===== src/rtl/dm_load_unit.sv =====
// Load unit: issues one word-aligned data RAM read per request, extracts and
// extends the byte/halfword/word, and returns it with its tag and an error code.
//
// state  | meaning
// IDLE   | ready for a request, no memory access
// WAIT   | read strobe high, waiting for rvalid or timeout
// RESP   | response held on rsp_* until rsp_ready
module dm_load_unit #(
  parameter int TAG_W       = 5,
  parameter int TIMEOUT_CYC = 255
) (
  input  logic             clk,
  input  logic             reset_n,
  input  logic             req_valid,
  output logic             req_ready,
  input  logic [31:0]      req_addr,
  input  logic [2:0]       req_op,
  input  logic [TAG_W-1:0] req_tag,
  output logic [31:0]      m_data_addr,
  output logic             m_data_rd,
  input  logic             m_data_rvalid,
  input  logic [31:0]      m_data_rdata,
  output logic             rsp_valid,
  input  logic             rsp_ready,
  output logic [31:0]      rsp_data,
  output logic [TAG_W-1:0] rsp_tag,
  output logic [1:0]       rsp_err,
  output logic             busy
);

  typedef enum logic [1:0] {S_IDLE, S_WAIT, S_RESP} state_t;

  localparam logic [2:0] OP_LW  = 3'b000;
  localparam logic [2:0] OP_LH  = 3'b001;
  localparam logic [2:0] OP_LHU = 3'b010;
  localparam logic [2:0] OP_LB  = 3'b011;
  localparam logic [2:0] OP_LBU = 3'b100;

  localparam logic [1:0] ERR_OK  = 2'b00;
  localparam logic [1:0] ERR_MIS = 2'b01;
  localparam logic [1:0] ERR_TO  = 2'b10;
  localparam logic [1:0] ERR_ILL = 2'b11;

  // Last WAIT cycle index; WAIT lasts at most TIMEOUT_CYC cycles.
  localparam logic [7:0] CNT_LAST = 8'(TIMEOUT_CYC - 1);

  state_t             state_q, state_d;
  logic [31:0]        addr_q, addr_d;
  logic [2:0]         op_q, op_d;
  logic [TAG_W-1:0]   tag_q, tag_d;
  logic [7:0]         cnt_q, cnt_d;
  logic [31:0]        data_q, data_d;
  logic [1:0]         err_q, err_d;
  logic [31:0]        ext_data;
  logic [15:0]        half_sel;
  logic [7:0]         byte_sel;
  logic               req_illegal, req_misaligned;

  always_comb begin
    half_sel = addr_q[1] ? m_data_rdata[31:16] : m_data_rdata[15:0];
    byte_sel = m_data_rdata[7:0];
    case (addr_q[1:0])
      2'b00:   byte_sel = m_data_rdata[7:0];
      2'b01:   byte_sel = m_data_rdata[15:8];
      2'b10:   byte_sel = m_data_rdata[23:16];
      default: byte_sel = m_data_rdata[31:24];
    endcase
    ext_data = m_data_rdata;
    case (op_q)
      OP_LH:   ext_data = {{16{half_sel[15]}}, half_sel};
      OP_LHU:  ext_data = {16'h0000, half_sel};
      OP_LB:   ext_data = {{24{byte_sel[7]}}, byte_sel};
      OP_LBU:  ext_data = {24'h000000, byte_sel};
      default: ext_data = m_data_rdata;
    endcase
  end

  assign req_illegal    = (req_op > OP_LBU);
  assign req_misaligned = ((req_op == OP_LW) && (req_addr[1:0] != 2'b00)) ||
                          (((req_op == OP_LH) || (req_op == OP_LHU)) && req_addr[0]);

  always_comb begin
    state_d = state_q;
    addr_d  = addr_q;
    op_d    = op_q;
    tag_d   = tag_q;
    cnt_d   = cnt_q;
    data_d  = data_q;
    err_d   = err_q;
    case (state_q)
      S_IDLE: begin
        if (req_valid) begin
          addr_d = req_addr;
          op_d   = req_op;
          tag_d  = req_tag;
          data_d = 32'h0;
          cnt_d  = 8'h00;
          if (req_illegal) begin
            err_d   = ERR_ILL;
            state_d = S_RESP;
          end else if (req_misaligned) begin
            err_d   = ERR_MIS;
            state_d = S_RESP;
          end else begin
            err_d   = ERR_OK;
            state_d = S_WAIT;
          end
        end
      end
      S_WAIT: begin
        cnt_d = cnt_q + 8'd1;
        // rvalid on the final WAIT cycle still counts as a good read
        if (m_data_rvalid) begin
          data_d  = ext_data;
          err_d   = ERR_OK;
          state_d = S_RESP;
        end else if (cnt_q == CNT_LAST) begin
          data_d  = 32'h0;
          err_d   = ERR_TO;
          state_d = S_RESP;
        end
      end
      S_RESP: begin
        if (rsp_ready) state_d = S_IDLE;
      end
      default: state_d = S_IDLE;
    endcase
  end

  always_ff @(posedge clk or negedge reset_n) begin
    if (!reset_n) begin
      state_q <= S_IDLE;
      addr_q  <= 32'h0;
      op_q    <= 3'b000;
      tag_q   <= '0;
      cnt_q   <= 8'h00;
      data_q  <= 32'h0;
      err_q   <= 2'b00;
    end else begin
      state_q <= state_d;
      addr_q  <= addr_d;
      op_q    <= op_d;
      tag_q   <= tag_d;
      cnt_q   <= cnt_d;
      data_q  <= data_d;
      err_q   <= err_d;
    end
  end

  assign req_ready   = (state_q == S_IDLE);
  assign m_data_rd   = (state_q == S_WAIT);
  assign m_data_addr = m_data_rd ? {addr_q[31:2], 2'b00} : 32'h0;
  assign rsp_valid   = (state_q == S_RESP);
  assign rsp_data    = rsp_valid ? data_q : 32'h0;
  assign rsp_tag     = rsp_valid ? tag_q : '0;
  assign rsp_err     = rsp_valid ? err_q : 2'b00;
  assign busy        = (state_q != S_IDLE);

endmodule

===== config.mk =====
export PLATFORM = sky130hd
export DESIGN_NAME = dm_load_unit
export DESIGN_NICKNAME = d
export VERILOG_FILES = /design/src/rtl/dm_load_unit.sv
export SDC_FILE = /design/constraint.sdc
export NUM_CORES = 1
export LEC_CHECK = 0
export BUFFER_PORTS_ARGS = -buffer_cell sky130_fd_sc_hd__buf_2
export CAP_MARGIN = 5
export CORE_MARGIN = 2
export CORE_UTILIZATION = 56
export DETAILED_ROUTE_END_ITERATION = 8
export PLACE_DENSITY = 0.86
export SLEW_MARGIN = 20
export SYNTH_ARGS = -nofsm -noshare
export SYNTH_HDL_FRONTEND = slang
export SYNTH_SLANG_ARGS = --single-unit

===== constraint.sdc =====
create_clock -name clk -period 2.89 [get_ports clk]
set_clock_uncertainty 0.15 [all_clocks]
set_input_delay 0.289 -clock clk [delete_from_list [all_inputs] [get_ports clk]]
set_output_delay 0.289 -clock clk [all_outputs]
set_load 0.005 [all_outputs]

======== Yosys cells after proc, flatten, opt, wreduce, memory -nomap -nowiden ========
Cells that the tools add are included.
cells by class
  add/sub/neg operators ................... 1
  magnitude comparators ................... 1
  equal/unequal tests ..................... 14
  muxes and demuxes ....................... 25
  reduce and logical (&&, ||, !) cells .... 14
operator list
  cell                 count
  $mux 32              5
  $pmux 32 s4          1
  $pmux 32 s2          1
  $pmux 8 s3           1
  $mux 2               10
  $mux 16              1
  $pmux 8 s2           1
  $eq 3x2->1 const B   3
  $add 8x1->8 const B  1
  $eq 8x8->1 const B   1
  $mux 8               1
  $eq 3x1->1 const B   2
  $pmux 2 s3           1
  $reduce_and 3->1     2
  $reduce_bool 2->1    3
  $mux 5               1
  $eq 2x1->1 const B   2
  $eq 2x2->1 const B   2
  $logic_not 2->1      2
  $pmux 2 s2           1
  $reduce_and 2->1     2
  $eq 3x3->1 const B   1
  $gt 3x3->1 const B   1
  $logic_not 3->1      1
  other kinds (6)      8
word-level totals
  flip-flop bits (word level) ............. 84
  input bits .............................. 77
  output and inout port bits .............. 75
  logic and storage cells ................. 62

======== Depth between registers and ports, before layout ========
Gate-level depths: netlist of the first run.
  word-level depth ........................ 8
  depth in mapped cells ................... 7
  depth with buffers taken out ............ 5

======== Worst setup path before layout of the first run ========
OpenSTA, ideal clock, no wires.
  kind .................................... register to register
  start point ............................. reg state_q[1]
  end point ............................... reg err_q[1]
  library setup time ...................... 0.127 ns
  data arrival time ....................... 1.680 ns
  data required time ...................... 2.613 ns
  slack ................................... 0.933 ns
  stages on the path, launching flop included .. 6
  buffers on the path ..................... 1
  clock period less this slack ............ 1.957 ns
  cell sequence ........................... dfrtp_1 -> or3b_1 -> a41oi_2 -> or2_1 -> buf_4 -> mux2_1
on the way
  longest elaborated chain between the ends .. 3
  elaborated cells on any way between the ends .. 7
  classes of those cells .................. eq/ne (3); mux (1); reduce/logical (3)
RTL lines
  element                                             line  text
  start: declaration                                  47    state_t state_q, state_d;
  start signal: assignment                            140   state_q <= state_d;
  $eq 2x1->1 or $logic_not 2->1 (tied branches)       90    case (state_q)
  $ne 3x1->1 (no line), or another cell as far along  --
  $reduce_and 3->1 (no line)                          --
  end signal: assignment                              146   err_q <= err_d;
  end: declaration                                    53    logic [1:0] err_q, err_d;
Several ways; a longest one is shown, not always the timed one.
A chain may end at the register's enable or synchronous reset.

======== Worst setup path in the final report of the first run ========
  start point ............................. reg state_q[1]
  end point ............................... out m_data_addr[2]
on the way
  longest elaborated chain between the ends .. 2
RTL lines
  element           line  text
  $eq 2x1->1        151   assign m_data_rd = (state_q == S_WAIT);
  $mux 32           152   assign m_data_addr = m_data_rd ? {addr_q[31:2], 2'b00} : 32'h0;
  end: declaration  19    output logic [31:0] m_data_addr,
No other way between the ends.

==> metrics.csv, run 1 <==
metric;value;unit
Critical Path RT;2.45;ns
setup violators final;0;
Clock Path Buffers;2;
antenna violation net count after detailed routing;0;
Rel. slew slack;0.3293;
Async SR Flop Fraction;1.000;
fill count;587;
Hold Startpoint;req_op[0];
library cells used by synthesis;54;
largest net degree at the start of global routing;45;
Detailed Route WL;15220;microns
Slew @ Worst Pin;1.002;ns
Clock Latency Late Sink;0.37;ns
number of global-route vias before repair;5005;
status;finished, final reports clean;
Starting DRT DRC Count;425;
Die Ht;98.27;microns
critical path peak fanout;20;
Hold EP;op_q[0]$_DFFE_PN0P_;
CP Buf/Inv Count;3;
Syn-to-layout area delta;27.53;%
Fin. Hold Viols;0;
Multi-input gate area;2635;sq um
CTS Sinks;84;
r2r worst-path depth;5;
DR vias/cell;5.860;
clock-pin slew on the worst setup and hold paths;0.09;ns
Nets;814;
Max VDD drop;0.6748;mV
Post-synth EDFFs;0;
Horiz. Die Dim;98.27;microns
fin crit period;2.618;ns
Vias;4969;
DRC violations left;0;
Synth Register Bits;84;
fin crit share;0.9059;
gp weighted congestion;0.9415;
Place WS;0.6935;ns
Fin Setup TNS;0;ns
Hold Path Depth;3;
RSZ-0062 raised after global routing;false;
worst-path cell chain;nand2b_1 > inv_1 > buf_4 > and2_1 > buf_2;
Final Worst Setup Slack;0.2721;ns
WL per Instance;17.95;microns
leakage;0.003273;uW
CP max-delay cell;inv_1;
# Max-Cap Violations;0;
smallest hold slack;0.01634;ns
Synth Flop Type;dfrtp_1;
drt first pass iters;5;
Mapped Cells;568;
reg2reg setup slack;0.62;ns
Max Clk Rate;0.3820;GHz
max incr delay on CP;0.49;ns
Mapped Avg Cell Area;8.761;sq um
TritonCTS clock tree;yes;
global-route wire length before repair;24960;microns
CP top delay family;buffers and inverters;
Netlist Area Pre-Place;4976;sq um
hold crit path type;input pin to register;
Startpoint Class;register;
Syn. warnings;0;
HPWL Detailed;9816;microns
power density cells;838.0;nW/um^2
total gr overflow;0;
share of layout cells above drive strength 1;0.2797;
Final Max Tran Viols;0;
Core Footprint;8678;sq um
initial antenna violation count;0;
sequential cell area;2102;sq um
critical path class;register to primary output;
post-synthesis sequential area ratio;0.4224;
RR Startpoint;state_q[1]$_DFFE_PN0P_;
cell row count;34;
IO Pins;152;
CTS resizes;0;
total CTS buffers;9;
CP Capture Type;primary output;
root buffer cell;clkbuf_8;
H-tree depth;3;
Antenna diodes;0;
GRT Total Usage;0.3229;
I/O Buffers;149;
Die Area;9656;sq um
Worst Path Arrival;2.18;ns
Initial Utilization;0.5734;
Critical R2R Capture;data_q[11]$_DFFE_PN0P_;
## registers in the layout, indices dropped and copies added (netlist names)
signal	cells
state_q	2
op_q	3
cnt_q	8
data_q	32
tag_q	5
err_q	2
addr_q	32
## worst min-delay path, stage by stage
cell and delay, ns:
buf_2 0.11, nand2_1 0.05, o21ai_0 0.06
## area by class of cell
cell class	instances	area share
timing repair buffer	201	0.1972
inverter	5	0.002957
sequential	84	0.3312
multi-input combinational	434	0.4152
clock inverter	7	0.01262
tap	108	0.02129
clock buffer	9	0.01952
## logic make-up (layout without fill, tap and decap cells)
kind of cell | after synthesis | in the layout | synth area share
and+or+nand+nor | 290 | 290 | 0.2851
AOI/OAI and AO/OA | 117 | 117 | 0.1906
DFF | 84 | 84 | 0.4224
buffers and inverters | 51 | 222 | 0.04928
muxes | 20 | 20 | 0.04149
xor gates and xnor gates | 3 | 3 | 0.005281
adders and majority gates | 2 | 2 | 0.005028
other | 1 | 2 | 0.0007536
## placed cells by master (no fill, tap or decap), drive strengths merged, types with 2 or more instances in the layout
| cell | Yosys | layout |
|---|---|---|
| a31oi | 2 | 2 |
| dfrtp | 84 | 84 |
| clkbuf | 29 | 9 |
| buf | 17 | 161 |
| mux2i | 18 | 18 |
| a22o | 8 | 8 |
| mux2 | 2 | 2 |
| nand2 | 130 | 130 |
| ha | 2 | 2 |
| nor2 | 21 | 21 |
| a21o | 2 | 2 |
| conb | 1 | 2 |
| o21ai | 34 | 34 |
| clkinvlp | 0 | 2 |
| o211ai | 2 | 2 |
| nand3b | 2 | 2 |
| and2 | 70 | 70 |
| or2 | 2 | 2 |
| o2bb2ai | 24 | 24 |
| inv | 5 | 8 |
| nand2b | 8 | 8 |
| o221a | 7 | 7 |
| nor2b | 11 | 11 |
| dlygate4sd3 | 0 | 40 |
| nand3 | 25 | 25 |
| a21oi | 10 | 10 |
| o21bai | 3 | 3 |
| xor2 | 2 | 2 |
| a211oi | 7 | 7 |
| a21bo | 8 | 8 |
| and3 | 3 | 3 |
| nand4 | 11 | 11 |
## per-stage QoR
stage          utilization  cell area [sq um]  std cells  total power (uW)
2_1_floorplan            -               4980        569              3588
3_3_place_gp        0.6616               5742        792              4183
3_5_place_dp        0.6616               5742        792              4296
4_1_cts             0.7313               6346        848              5234
5_1_grt             0.7313               6346        848              5679
6_report            0.7313               6346        848              5318
## metal layers
metal  share of wire  track usage  up-vias
met4           0.025       0.1254        0
li1                -            -     2278
met2            0.49       0.5411      258
met3           0.080      0.07301       32
met1            0.41       0.4101     2401
met5               0            0        -
## synthesized netlist by cell type (3+ instances only)
master       n  share of area
o21ai_0     23          0.023
nand2b_1     8          0.010
nand4_1     11          0.014
buf_4        4         0.0060
mux2i_1     18          0.036
a211oi_1     7          0.011
buf_6        4         0.0091
clkbuf_1    29          0.022
and2_1      70          0.088
o2bb2ai_2   10          0.030
nand3_1     25          0.025
o21bai_1     3         0.0045
buf_2        7         0.0070
nor2b_1     11          0.014
a21oi_1     10          0.010
o2bb2ai_1   14          0.025
nor2_1      21          0.016
a22o_1       8          0.014
nand2_1    130          0.098
inv_1        5         0.0038
dfrtp_1     84           0.42
o221a_2      7          0.016
o21ai_1     11          0.011
and3_1       3         0.0038
a21bo_2      8          0.016
## worst max-delay path by stage
stage / to / cells past startpoint / start
3_5_place_dp: data_q[12]$_DFFE_PN0P_ / 5 / state_q[0]$_DFFE_PN0P_
6_report: m_data_addr[2] / 5 / state_q[1]$_DFFE_PN0P_
5_1_grt: m_data_addr[14] / 5 / state_q[1]$_DFFE_PN0P_
2_1_floorplan: err_q[1]$_DFFE_PN0P_ / 5 / state_q[1]$_DFFE_PN0P_
4_1_cts: m_data_addr[2] / 5 / state_q[1]$_DFFE_PN0P_
3_3_place_gp: data_q[8]$_DFFE_PN0P_ / 4 / addr_q[1]$_DFFE_PN0P_
## power by group
part	total [uW]	switching (uW)	internal [uW]
combinational	2410	1410	999
sequential	2020	382	1630
clock	891	481	410
total	5320	2270	3040
## what timing repair did
action	4_1_cts	5_1_grt
buffers inserted	0	0
hold buffers	40	0
endpoints found under the hold margin	81	0
Note: power is estimated with default switching activity, not from simulation.
==> inputs of run 2 (changes only) <==
--- a/config.mk
+++ b/config.mk
@@ -10,6 +10,7 @@
 export CORE_MARGIN = 2
 export CORE_UTILIZATION = 56
 export DETAILED_ROUTE_END_ITERATION = 8
+export GPL_TIMING_DRIVEN = 0
 export PLACE_DENSITY = 0.86
 export SLEW_MARGIN = 20
 export SYNTH_ARGS = -nofsm -noshare
==> metrics.csv, run 2 (synthesis gave the netlist of run 1 again) <==
metric;value;unit;change
RSZ-0062 raised after global routing;false;;
TritonCTS clock tree;yes;;
Startpoint Class;register;;
Antenna diodes;0;;unchanged
Placed Area;5891;sq um;+2.6%
Seq pwr share;0.352;;-0.027
Starting DRT DRC Count;489;;+15%
number of global-route vias before repair;5282;;+5.5%
DR vias/cell;5.903;;+0.75%
largest registers;addr_q (32), data_q (32), cnt_q (8);;
HPWL Detailed;11120;microns;+13%
gp weighted congestion;0.9235;;-1.9%
largest net degree at the start of global routing;57;;+27%
Initial Utilization;0.5734;;unchanged
leading cell type in the layout, fill and taps excluded;buf_2;;
clock-pin slew on the worst setup and hold paths;0.09;ns;about the same
WL per Instance;18.83;microns;+4.9%
CTS Sinks;84;;unchanged
Net Sw Frac;0.4371;;+0.009266
r2r worst-path depth;5;;unchanged
initial antenna violation count;0;;unchanged
# Max-Cap Violations;0;;unchanged
global-route wire length before repair;26390;microns;+5.7%
CP Capture Type;primary output;;
root buffer cell;clkbuf_8;;
power density cells;848.9;nW/um^2;+1.3%
Horiz. Die Dim;98.27;microns;unchanged
Max Clk Rate;0.3705;GHz;-3.0%
hold buffers post-CTS;37;;-7.5%
Rel. slew slack;0.4712;;+0.1419
Internal Pwr Total;3091;uW;+1.6%
Syn-to-layout area delta;30.00;%;
critical path class;register to primary output;;
CTS resizes;0;;unchanged
final instance area;6469;sq um;+1.9%
Vias;5195;;+4.5%
Fin Setup TNS;0;ns;unchanged
DRC violations left;0;;unchanged
Clock Latency Late Sink;0.36;ns;about the same
RR Startpoint;state_q[1]$_DFFE_PN0P_;;
most used cell, CP;clkbuf_1;;
Slew @ Worst Pin;0.7875;ns;-0.2149 ns
antenna violation net count after detailed routing;0;;unchanged
Clock Path Buffers;2;;unchanged
commonest non-fill, non-tap cells in the layout;buf_2 (155), nand2_1 (130), dfrtp_1 (84);;
Switching Power;2400;uW;+5.5%
drt first pass iters;5;;unchanged
worst-path cell chain;nand2b_1 > inv_1 > clkbuf_1 > clkbuf_1 > and2_1 > buf_2;;
post-CTS setup buffers;0;;unchanged
share of layout cells above drive strength 1;0.2720;;-0.007709
Die Ht;98.27;microns;unchanged
fin crit share;0.9339;;+0.02802
GRT Total Usage;0.3424;;+0.01943
IO Pins;152;;unchanged
Max VDD drop;0.5307;mV;-21%
CP startpoint;state_q[1]$_DFFE_PN0P_;;
Hold Startpoint;req_addr[1];;
critical path peak fanout;10;;-50%
hold crit path type;input pin to register;;
CP max-delay cell;dfrtp_1;;
Worst Path Arrival;2.26;ns;+0.08 ns
Hold Path Depth;3;;unchanged
total CTS buffers;9;;unchanged
max incr delay on CP;0.46;ns;-0.03 ns
clock power share;0.164;;-0.003
Core Footprint;8678;sq um;unchanged
Detailed Route WL;16570;microns;+8.8%
Die Area;9656;sq um;unchanged
Fin. Hold Viols;0;;unchanged
I/O Buffers;149;;unchanged
status;finished, final reports clean;;
leakage;0.003328;uW;+1.7%
setup violators final;0;;unchanged
smallest hold slack;0.02316;ns;+0.006826 ns
Combinational Power Share;0.485;;+0.032
Final Max Tran Viols;0;;unchanged
Nets;846;;+3.9%
total gr overflow;0;;unchanged
Critical Path RT;2.45;ns;about the same
H-tree depth;3;;unchanged
fill count;578;;-1.5%
fin crit period;2.699;ns;+0.08098 ns
cell row count;34;;unchanged
==> run 2: worst paths after layout <==
path / to / slack [ns]
worst max register to register: err_q[1]$_DFFE_PN0P_ / 0.58
worst min register to register: tag_q[2]$_DFFE_PN0P_ / 0.33
min in group asynchronous: data_q[17]$_DFFE_PN0P_ / 0.25
worst max-delay path: m_data_addr[10] / 0.19
worst min-delay path: addr_q[1]$_DFFE_PN0P_ / 0.02
max in group asynchronous: tag_q[0]$_DFFE_PN0P_ / 1.72
==> run 2: worst max-delay path, delay by kind of cell (launching register included) <==
kind,cells,cell delay [ns]
simple gates,2,0.47
buf+inv,4,0.98
flops,1,0.46
==> run 2: through the flow <==
stage / power [uW] / cells / setup slack [ns] / utilization
after detailed placement: 4441 / 827 / 0.6694 / 0.6788
after global routing: 5831 / 880 / 0.07657 / 0.7454
after floorplan: 3588 / 569 / 0.9326 / -
after CTS: 5383 / 880 / 0.2568 / 0.7454
after global placement: 4296 / 826 / 0.6851 / 0.6753
final: 5491 / 880 / 0.1911 / 0.7454
==> run 2: area by class of cell <==
cell class,instances,area [sq um],share of cell area
Inverter,5,18.77,0.002901
Buffer,46,226.5,0.03501
Clock inverter,7,83.83,0.01296
Tap cell,108,135.1,0.02089
Timing Repair Buffer,187,1146,0.1772
Multi-Input combinational cell,434,2633,0.4070
Sequential cell,84,2102,0.3250
Clock buffer,9,123.9,0.01915
==> run 2: power by group through the flow <==
stage	combinational, uW	sequential, uW	clock, uW
floorplan	1760	1830	0
global placement	2410	1890	0
detailed placement	2530	1920	0
CTS	2570	1910	903
global route	2900	1980	949
finish	2660	1930	899
==> run 2: metal layers <==
metal  global-route usage  wire length (microns)  vias to the layer above  part of all wire
li1                     -                      -                     2342                 -
met1               0.4260                   6486                     2485              0.39
met2               0.5738                   8064                      303              0.49
met3              0.07588                   1393                       65             0.084
met4               0.1538                    624                        0             0.038
met5                    0                      0                        -                 0
==> inputs of run 3 (changes only) <==
--- a/config.mk
+++ b/config.mk
@@ -5,13 +5,15 @@
 export SDC_FILE = /design/constraint.sdc
 export NUM_CORES = 1
 export LEC_CHECK = 0
+export ABC_AREA = 1
 export BUFFER_PORTS_ARGS = -buffer_cell sky130_fd_sc_hd__buf_2
 export CAP_MARGIN = 5
 export CORE_MARGIN = 2
 export CORE_UTILIZATION = 56
+export CTS_CLUSTER_DIAMETER = 50
 export DETAILED_ROUTE_END_ITERATION = 8
 export GPL_TIMING_DRIVEN = 0
-export PLACE_DENSITY = 0.86
+export PLACE_DENSITY = 0.87
 export SLEW_MARGIN = 20
 export SYNTH_ARGS = -nofsm -noshare
 export SYNTH_HDL_FRONTEND = slang
==> metrics.csv, run 3 <==
metric;value;unit;change
largest net degree at the start of global routing;61;;+7.0%
CTS Sinks;84;;unchanged
leakage;0.003528;uW;+6.0%
clock power share;0.153;;-0.011
post-CTS setup buffers;0;;unchanged
CP max-delay cell;clkbuf_1;;
Place WS;0.5596;ns;-0.1097 ns
top-area cell type share of the netlist area;0.4373;;+0.01484
Vias;5357;;+3.1%
largest registers;addr_q (32), data_q (32), cnt_q (8);;
fin crit share;0.9656;;+0.03175
antenna violation net count after detailed routing;0;;unchanged
r2r worst-path depth;5;;unchanged
GRT Total Usage;0.3388;;-0.003605
Syn. warnings;0;;unchanged
Mapped Cells;708;;+25%
setup violators final;0;;unchanged
Nets;982;;+16%
Clock Latency Late Sink;0.36;ns;about the same
Fin Setup TNS;0;ns;unchanged
Initial Utilization;0.5821;;+0.008736
Fin. Hold Viols;0;;unchanged
fill count;637;;+10%
CTS resizes;0;;unchanged
Synth area leaders;dfrtp_1 (44%), nand2_1 (17%), nor2_1 (9.0%);;
initial antenna violation count;0;;unchanged
H-tree depth;3;;unchanged
drt first pass iters;5;;unchanged
total CTS buffers;9;;unchanged
number of global-route vias before repair;5403;;+2.3%
Rel. slew slack;0.5430;;+0.07173
Final Worst Setup Slack;0.09933;ns;-0.09175 ns
Async SR Flop Fraction;1.000;;unchanged
WL per Instance;15.45;microns;-18%
hold crit path type;input pin to register;;
DR vias/cell;5.288;;-10%
Synth Flop Type;dfrtp_1;;
Clock Path Buffers;2;;unchanged
DRC violations left;0;;unchanged
Die Area;9341;sq um;-3.3%
Netlist Area Pre-Place;4807;sq um;-3.4%
cell row count;33;;-2.9%
library cells used by synthesis;27;;-50%
Mapped Avg Cell Area;6.790;sq um;-22%
most area-hungry cell type in the Yosys netlist;dfrtp_1;;
Switching Power;2864;uW;+19%
Max Clk Rate;0.3583;GHz;-3.3%
IO Pins;152;;unchanged
Die Ht;96.65;microns;-1.6%
Max VDD drop;0.5605;mV;+5.6%
status;finished, final reports clean;;
Combinational Power Share;0.531;;+0.046
Hold Path Depth;3;;unchanged
critical path peak fanout;10;;unchanged
RSZ-0062 raised after global routing;false;;
worst-path cell chain;inv_1 > nor2_1 > inv_1 > clkbuf_1 > clkbuf_1 > nor2_1 > buf_2;;
Post-synth top cells;nand2_1 (221), nor2_1 (115), inv_1 (103);;
gp weighted congestion;0.9341;;+1.1%
Horiz. Die Dim;96.65;microns;-1.6%
clock-pin slew on the worst setup and hold paths;0.09;ns;about the same
Antenna diodes;0;;unchanged
Final Max Tran Viols;0;;unchanged
Post-synth EDFFs;0;;unchanged
CP Buf/Inv Count;5;;+1
Worst Path Arrival;2.35;ns;+0.09 ns
Starting DRT DRC Count;351;;-28%
commonest non-fill, non-tap cells in the layout;nand2_1 (221), buf_2 (153), nor2_1 (115);;
Critical Path RT;2.45;ns;about the same
most frequent cell after synthesis;nand2_1;;
leading cell type in the layout, fill and taps excluded;nand2_1;;
Syn-to-layout area delta;30.24;%;
fin crit period;2.791;ns;+0.09175 ns
I/O Buffers;149;;unchanged
total gr overflow;0;;unchanged
Pwr Total;6067;uW;+10%
# Max-Cap Violations;0;;unchanged
post-synthesis sequential area ratio;0.4373;;+0.01484
share of layout cells above drive strength 1;0.2214;;-0.05066
max incr delay on CP;0.55;ns;+0.09 ns
Seq pwr share;0.316;;-0.036
reg2reg setup slack;1.00;ns;+0.42 ns
Slew @ Worst Pin;0.6856;ns;-0.1019 ns
critical path class;register to primary output;;
Synth Register Bits;84;;unchanged
power density cells;969.0;nW/um^2;+14%
Detailed Route WL;15650;microns;-5.6%
Internal Pwr Total;3202;uW;+3.6%
Startpoint Class;register;;
root buffer cell;clkbuf_8;;
WP depth;7;;+1
TritonCTS clock tree;yes;;
Core Footprint;8258;sq um;-4.8%
global-route wire length before repair;25580;microns;-3.1%
HPWL Detailed;10250;microns;-7.8%
CP Capture Type;primary output;;
CP top delay family;buffers and inverters;;
Net Sw Frac;0.4721;;+0.03507
[run 3: metal layers]
| layer | global-route usage | vias to the layer above | part of all wire | routed length [microns] |
|---|---|---|---|---|
| li1 | - | 2527 | - | - |
| met1 | 0.4166 | 2483 | 0.39 | 6126 |
| met2 | 0.5775 | 306 | 0.48 | 7583 |
| met3 | 0.08309 | 41 | 0.092 | 1434 |
| met4 | 0.1278 | 0 | 0.032 | 506 |
| met5 | 0 | - | 0 | 0 |
[run 3: worst paths after layout]
kind                                        start                      to
setup reg to reg           state_q[0]$_DFFE_PN0P_   addr_q[7]$_DFFE_PN0P_
min in group asynchronous                 reset_n   data_q[0]$_DFFE_PN0P_
max in group asynchronous                 reset_n  addr_q[27]$_DFFE_PN0P_
setup / recovery           state_q[1]$_DFFE_PN0P_              rsp_tag[2]
hold / removal                         req_tag[2]    tag_q[2]$_DFFE_PN0P_
hold reg to reg              err_q[1]$_DFFE_PN0P_    err_q[1]$_DFFE_PN0P_
[run 3: tightest hold or removal path, delay by kind of cell]
family,cells,cell delay [ns]
compound gates,1,0.08
buf+inv,1,0.08
simple gates,1,0.05
[run 3: what timing repair did]
action / CTS / global route
endpoints found under the setup margin: 0 / 0
hold endpoints to repair: 56 / 0
hold buffers: 33 / 0
[run 3: kinds of logic (layout without fill, tap and decap cells)]
kind of cell / after synthesis / after routing / share of synthesized area
other: 1 / 2 / 0.0007801
DFF: 84 / 84 / 0.4373
buffers and inverters: 140 / 339 / 0.1239
xor gates and xnor gates: 1 / 1 / 0.001822
adders and majority gates: 2 / 2 / 0.005205
and+or+nand+nor: 396 / 396 / 0.3371
AOI/OAI and AO/OA: 84 / 84 / 0.09396
[run 3: final cells by class]
cell class | instances | area (sq um) | area share
multi-input combinational | 485 | 2113 | 0.3375
clock inverter | 7 | 88.84 | 0.01419
sequential | 84 | 2102 | 0.3357
buffer | 32 | 190.2 | 0.03038
inverter | 108 | 405.4 | 0.06475
tap | 105 | 131.4 | 0.02098
clock buffer | 9 | 123.9 | 0.01978
timing repair buffer | 183 | 1106 | 0.1767
[run 3: power by group through the flow]
stage | combinational, uW | clock (uW) | sequential, uW
3_3_place_gp | 2980 | 0 | 1900
4_1_cts | 3110 | 931 | 1900
2_1_floorplan | 2180 | 0 | 1860
3_5_place_dp | 3050 | 0 | 1920
6_report | 3220 | 929 | 1920
5_1_grt | 3600 | 989 | 1970
[run 3: per-stage QoR]
| stage | util | cell area [sq um] | cells | hold slack, ns |
|---|---|---|---|---|
| after floorplan | - | 4811 | 709 | -0.1566 |
| after CTS | 0.7582 | 6261 | 1013 | 0.001317 |
| after global routing | 0.7582 | 6261 | 1013 | 0.002833 |
| after global placement | 0.6888 | 5688 | 963 | 0.3061 |
| final | 0.7582 | 6261 | 1013 | 0.01863 |
| after detailed placement | 0.6924 | 5718 | 964 | 0.08166 |
